[src/rtl/amplitude_restorer.sv]
// Two-stage gain restorer: undoes an arithmetic-right-shift attenuator by shifting left
// with saturation to signed 8 bits, behind valid/ready handshakes on both sides.
module amplitude_restorer (
    input  logic       clk,
    input  logic       rst_n,
    input  logic [7:0] in_data,
    input  logic       in_valid,
    output logic       in_ready,
    input  logic [1:0] sel,
    input  logic       sel_load,
    output logic [7:0] out_data,
    output logic       out_sat,
    output logic       out_valid,
    input  logic       out_ready,
    output logic [7:0] sat_count,
    input  logic       clr_count
);

    logic [1:0]         active_sel;
    logic               s1_valid;
    logic signed [10:0] s1_prod;
    logic signed [10:0] in_ext;
    logic signed [10:0] in_shifted;
    logic               ready_s1;
    logic               ready_s2;
    logic [7:0]         sat_data;
    logic               sat_flag;

    // Eleven bits hold any 8-bit sample shifted by up to 3 without loss.
    assign in_ext     = {{3{in_data[7]}}, in_data};
    assign in_shifted = in_ext <<< active_sel;

    assign ready_s2 = !out_valid || out_ready;
    assign ready_s1 = !s1_valid || ready_s2;
    assign in_ready = ready_s1;

    always_ff @(posedge clk or negedge rst_n) begin
        if (!rst_n) begin
            active_sel <= 2'd0;
        end else if (sel_load) begin
            active_sel <= sel;
        end
    end

    // The gain is applied on entry, so in-flight samples keep the gain they were accepted with.
    always_ff @(posedge clk or negedge rst_n) begin
        if (!rst_n) begin
            s1_valid <= 1'b0;
            s1_prod  <= '0;
        end else if (ready_s1) begin
            s1_valid <= in_valid;
            if (in_valid) begin
                s1_prod <= in_shifted;
            end
        end
    end

    always_comb begin
        sat_data = s1_prod[7:0];
        sat_flag = 1'b0;
        if (s1_prod > 11'sd127) begin
            sat_data = 8'h7F;
            sat_flag = 1'b1;
        end else if (s1_prod < -11'sd128) begin
            sat_data = 8'h80;
            sat_flag = 1'b1;
        end
    end

    always_ff @(posedge clk or negedge rst_n) begin
        if (!rst_n) begin
            out_valid <= 1'b0;
            out_data  <= 8'h00;
            out_sat   <= 1'b0;
        end else if (ready_s2) begin
            out_valid <= s1_valid;
            if (s1_valid) begin
                out_data <= sat_data;
                out_sat  <= sat_flag;
            end
        end
    end

    // Clear wins over a same-cycle increment; the count sticks at 255.
    always_ff @(posedge clk or negedge rst_n) begin
        if (!rst_n) begin
            sat_count <= 8'd0;
        end else if (clr_count) begin
            sat_count <= 8'd0;
        end else if (out_valid && out_ready && out_sat && (sat_count != 8'hFF)) begin
            sat_count <= sat_count + 8'd1;
        end
    end

endmodule
[config.mk]
export PLATFORM = sky130hd
export DESIGN_NAME = amplitude_restorer
export DESIGN_NICKNAME = d
export VERILOG_FILES = /design/src/rtl/amplitude_restorer.sv
export SDC_FILE = /design/constraint.sdc
export NUM_CORES = 1
export LEC_CHECK = 0
export CAP_MARGIN = 0
export CORE_MARGIN = 3
export CORE_UTILIZATION = 49
export DETAILED_ROUTE_END_ITERATION = 10
export MAX_ROUTING_LAYER = met4
export PLACE_DENSITY = 0.8
export SKIP_LAST_GASP = 1
export SLEW_MARGIN = 20
export SYNTH_ARGS = -nofsm -noshare
export SYNTH_HDL_FRONTEND = slang
export SYNTH_SLANG_ARGS = --single-unit
[constraint.sdc]
create_clock -name clk -period 1.61 [get_ports clk]
set_input_delay 0.2415 -clock clk [delete_from_list [all_inputs] [get_ports clk]]
set_output_delay 0.2415 -clock clk [all_outputs]
set_load 0.02 [all_outputs]
== After elaboration in Yosys (flattened, before gate mapping) ==
Cells that the tools add are included.

* Flip-flop bits (word level): 32
* Bits of input ports: 16
* Output and inout bits: 19
* Logic and storage cells: 28

* $add $sub $neg: 1
* Magnitude comparators: 2
* Equal/unequal tests: 1
* Shift-type cells: 1
* Mux-type cells: 6
* Reductions and logical operators: 10

{| class="wikitable"
|+ Operator list
! operator !! count
|-
| $mux W8 || 4
|-
| $gt A11 B8 Y1 const B || 1
|-
| $lt A11 B8 Y1 const B || 1
|-
| $sshl A8 B2 Y11 || 1
|-
| $add A8 B1 Y8 const B || 1
|-
| $ne A8 B8 Y1 const B || 1
|-
| $reduce_and A2 Y1 || 2
|-
| $logic_and A1 B1 Y1 || 3
|-
| $logic_not A1 Y1 || 2
|-
| $logic_or A1 B1 Y1 || 2
|-
| $mux W1 || 2
|-
| $reduce_bool A2 Y1 || 1
|}

== Logic depth before layout (Yosys ltp) ==
* Word-level depth: 5
* Depth in mapped cells: 5
* Depth with buffers taken out: 5

== Worst setup path before layout ==
OpenSTA, ideal clock, no wires.

* Path kind: flip-flop to flip-flop
* Start: register sat_count[0]
* End: register sat_count[7]
* Setup time: 0.119 ns
* Data arrival time: 1.391 ns
* Required time: 1.491 ns
* Path slack: 0.100 ns
* Stages on the path, launching flop included: 6
* Path buffers: 0
* Period minus slack after synthesis: 1.510 ns
* Cells stage by stage: dfrtp_1 -> ha_1 -> nand3_1 -> o211ai_2 -> o21a_1 -> o21ba_2

* Longest elaborated chain between the ends: 3
* Elaborated cells on any way between the ends: 6
* Classes of those cells: add/sub (1); eq/ne (1); mux (2); reduce/logical (2)

{| class="wikitable"
|+ Ends and longest elaborated chain
! item !! line !! source
|-
| start: declaration || 15 || <nowiki>output logic [7:0] sat_count,</nowiki>
|-
| start signal: assignment || 91 || <nowiki>sat_count <= sat_count + 8'd1;</nowiki>
|-
| $add A8 B1 Y8 / $ne A8 B8 Y1 (equally long branches) || 91, 90 ||
|-
| $mux W8 / $logic_and A1 B1 Y1 (equally long branches) || 90 || <nowiki>end else if (out_valid && out_ready && out_sat && (sat_count != 8'hFF)) begin</nowiki>
|-
| $mux W8 / $reduce_bool A2 Y1 (equally long branches) || -- ||
|}

Several ways; a longest one is shown, not always the timed one. The select of a mux whose other input is x is not followed.
A chain may end at the register's enable or synchronous reset.

== Worst setup path after layout ==
* Start: register out_data[5]
* End: output out_data[5]

{| class="wikitable"
|+ RTL lines
! item !! line !! source
|-
| start: declaration || 11 || <nowiki>output logic [7:0] out_data,</nowiki>
|-
| start signal: assignment || 78 || <nowiki>out_data <= sat_data;</nowiki>
|}

No word-level cell between the ends.

==> flow_metrics.tcl <==
set metrics [dict create \
    routabilityCongestion 0.723 \
    synth_ff_type "dfrtp_1" \
    leakage_nw 0.998 \
    dieArea_um2 3840 \
    ys_seq_area_frac 0.522 \
    drive_gt1_frac 0.164 \
    worstPathRequired_ps 1370 \
    drcViolationCount 0 \
    vias_per_cell 5.09 \
    cp_top_family "buffers and inverters" \
    clk_pin_slew_ps 90 \
    drt_iter0_markers 52 \
    worstMarginPinSlew_ps 408 \
    ant_nets 0 \
    crit_type "register to output pin" \
    hpwlAfterDp_mm 2.36 \
    r2r-start "sat_count[0]$_DFFE_PN0P_" \
    first_global_vias 1153 \
    clock_path_buffers 2 \
    setup_tns_ps 0 \
    cts-root-buf "clkbuf_4" \
    crit_path_cell_trace "clkdlybuf4s50_1" \
    finalSetupViolations 0 \
    status "completed" \
    fin_nets 205 \
    multi_input_area_um2 709 \
    synth_edf_count 0 \
    grt_usage 0.200 \
    drtPass1Iterations 4 \
    crit_slowest_cell "clkdlybuf4s50_1" \
    critPathCapture "out_data[5]" \
    slew_headroom 0.727 \
    path_depth 1 \
    vias 1175 \
    ioPinCount 35 \
    coreArea_um2 2880 \
    cp_data_arrival_time_ps 1300 \
    slew_violations 0 \
    r2r-end "sat_count[3]$_DFFE_PN0P_" \
    clock.fmax_mhz 649 \
    max_cap_viol_count 0 \
    core.rowCount 19 \
    clock_sinks 32 \
    finalCritPeriodShare 0.957 \
    area_growth_pct 32.5 \
    power.density_nw_per_um2 1010 \
    ir_drop_mv 0.645 \
    hold_path_class "primary input to asynchronous set/reset pin" \
    clk_latency_ps 330 \
    ys_warn_count 0 \
    fin_skew_ps 3.14 \
    crit_fanout 2 \
    postCtsSetupRepairBufs 0 \
    syn_area_per_cell_um2 10.7 \
    io_buffer_count 34 \
    die_h_um 62.0 \
    grt_overflow 0 \
    cts_resized 8 \
    rr_worst_depth 6 \
    rsz0062_at_grt "true" \
    cts_hold_buf 0 \
    grt_max_degree 33 \
    register_area_um2 801 \
    drt-wirelength-per-cell_um 13.5 \
    drt-total-wl_mm 3.12 \
    synth_area_um2 1530 \
    ys_types 33 \
    fill_cells 231 \
    rrSetupSlack_ps 90 \
    ys_seq_elements 32 \
    grt_pass1_wl_mm 5.26 \
    start_util 0.533 \
    setup.worst_path.start "out_data[5]$_DFFE_PN0P_" \
    syn_inst 143 \
    numCtsBuffers 5 \
    final.min_clock_period_ps 1540 \
    cp-end-kind "output pin" \
    hold_viol_final 0 \
    final_core_util 0.707 \
    htreeDepth 2 \
    synth_fp_nets 160 \
    cp.buffers_inverters 1 \
    worstSetupStartpointType "register" \
    cts_tree "done" \
    die_w_um 62.0 \
    max_stage_delay_ps 610 \
    antenna_cells 0 \
    synth-async-reset-ratio 1.00 \
    antenna_found_initial 0 \
]
-- cell usage in the layout, fill, tap and decap left out, drive strengths merged --
cell type,n
dlymetal6s2s,4
mux4,3
mux2,8
o21a,1
buf,9
a21o,1
o31ai,2
nand2,21
dfrtp,32
dlygate4sd2,8
a21oi,2
and4,1
nand3b,1
nand4,1
and2,1
o211ai,3
clkbuf,8
ha,1
clkdlybuf4s50,22
nor2,16
o21ba,1
nand2b,4
and3,3
or2,1
o21ai,16
nand3,3
xor2,6
nor3,2
inv,1
mux2i,5
o2111ai,2
-- Yosys cell counts, types with 2 or more instances --
master     count  area [µm²]
a21oi_1        2        10.0
o2111ai_1      2        17.5
nand2b_1       4        25.0
mux4_2         2        45.0
nor2_1        16        60.1
o21ai_0       15        75.1
dfrtp_1       32         801
o211ai_1       2        15.0
mux2_2         8        90.1
o31ai_1        2        15.0
nand2_1       21        78.8
nand3_1        3        15.0
and3_1         3        18.8
buf_2          2        10.0
mux2i_1        5        50.1
xor2_1         6        52.6
nor3_1         2        10.0
-- how the worst min path moves through the flow --
stage                            start  slack (ps)                        end  cells past startpoint
3_3_place_gp   out_data[4]$_DFFE_PN0P_         460    out_data[4]$_DFFE_PN0P_                      2
2_1_floorplan                    rst_n         -50  active_sel[0]$_DFFE_PN0P_                      0
4_1_cts                          rst_n         300    out_data[5]$_DFFE_PN0P_                      2
5_1_grt                          rst_n         310       s1_valid$_DFFE_PN0N_                      2
3_5_place_dp   out_data[0]$_DFFE_PN0P_         470    out_data[0]$_DFFE_PN0P_                      2
6_report                         rst_n         300    out_data[1]$_DFFE_PN0P_                      2
-- state kept, by name, summed over array words and instances (netlist names) --
name        cells
active_sel      2
out_data        8
out_sat         1
out_valid       1
s1_prod        11
s1_valid        1
sat_count       8
-- worst reg2reg max path: cells and delay by family, from the launching register on --
| kind | cells | cell delay (ps) |
|---|---|---|
| DFF | 1 | 410 |
| adders and majority gates | 1 | 250 |
| and+or+nand+nor | 2 | 230 |
| AOI/OAI and AO/OA | 1 | 220 |
| xor gates and xnor gates | 1 | 160 |
| buffers and inverters | 1 | 150 |
-- where the power goes --
| group | total, W | internal, W | leakage [nW] | switching [W] |
|---|---|---|---|---|
| combinational | 0.000571 | 0.000284 | 0.562 | 0.000287 |
| sequential | 0.00101 | 0.000928 | 0.403 | 0.0000865 |
| clock | 0.000467 | 0.000215 | 0.0326 | 0.000252 |
| total | 0.00205 | 0.00143 | 0.998 | 0.000625 |
-- stage by stage --
stage | total power [W] | area [µm²] | hold WS [ps] | cells | setup WS (ps)
detailed placement | 0.00161 | 1970 | 470 | 223 | -113
finish | 0.00205 | 2030 | 295 | 231 | 69.1
global route | 0.00219 | 2030 | 305 | 231 | -56.4
global placement | 0.00158 | 1970 | 463 | 223 | -75.9
CTS | 0.00208 | 2010 | 298 | 231 | 3.01
floorplan | 0.00133 | 1530 | -54.1 | 143 | 100
-- cells by family after synthesis --
family / after synthesis / share of synthesized area
buffers and inverters: 6 / 0.0212
AND/OR/NAND/NOR: 54 / 0.162
flip-flops: 32 / 0.522
multiplexers: 16 / 0.138
adder cells (fa/ha/maj): 1 / 0.00816
AO/OA/AOI/OAI: 28 / 0.114
XOR/XNOR: 6 / 0.0343
-- per-layer routing --
| layer | vias up | wire, µm | share of wire | track usage |
|---|---|---|---|---|
| met2 | 34 | 1490 | 0.48 | 0.314 |
| met1 | 540 | 1390 | 0.45 | 0.234 |
| li1 | 594 | - | - | - |
| met5 | - | 0 | 0 | - |
| met4 | 0 | 56 | 0.018 | 0.0818 |
| met3 | 7 | 176 | 0.056 | 0.0682 |
-- cell type report --
type | instances | share of cell area
sequential | 32 | 0.394
multi-input combinational | 105 | 0.349
timing repair buffer | 43 | 0.201
clock buffer | 8 | 0.0289
tap | 42 | 0.0258
inverter | 1 | 0.00185
Power figures use the tool's default switching activity.
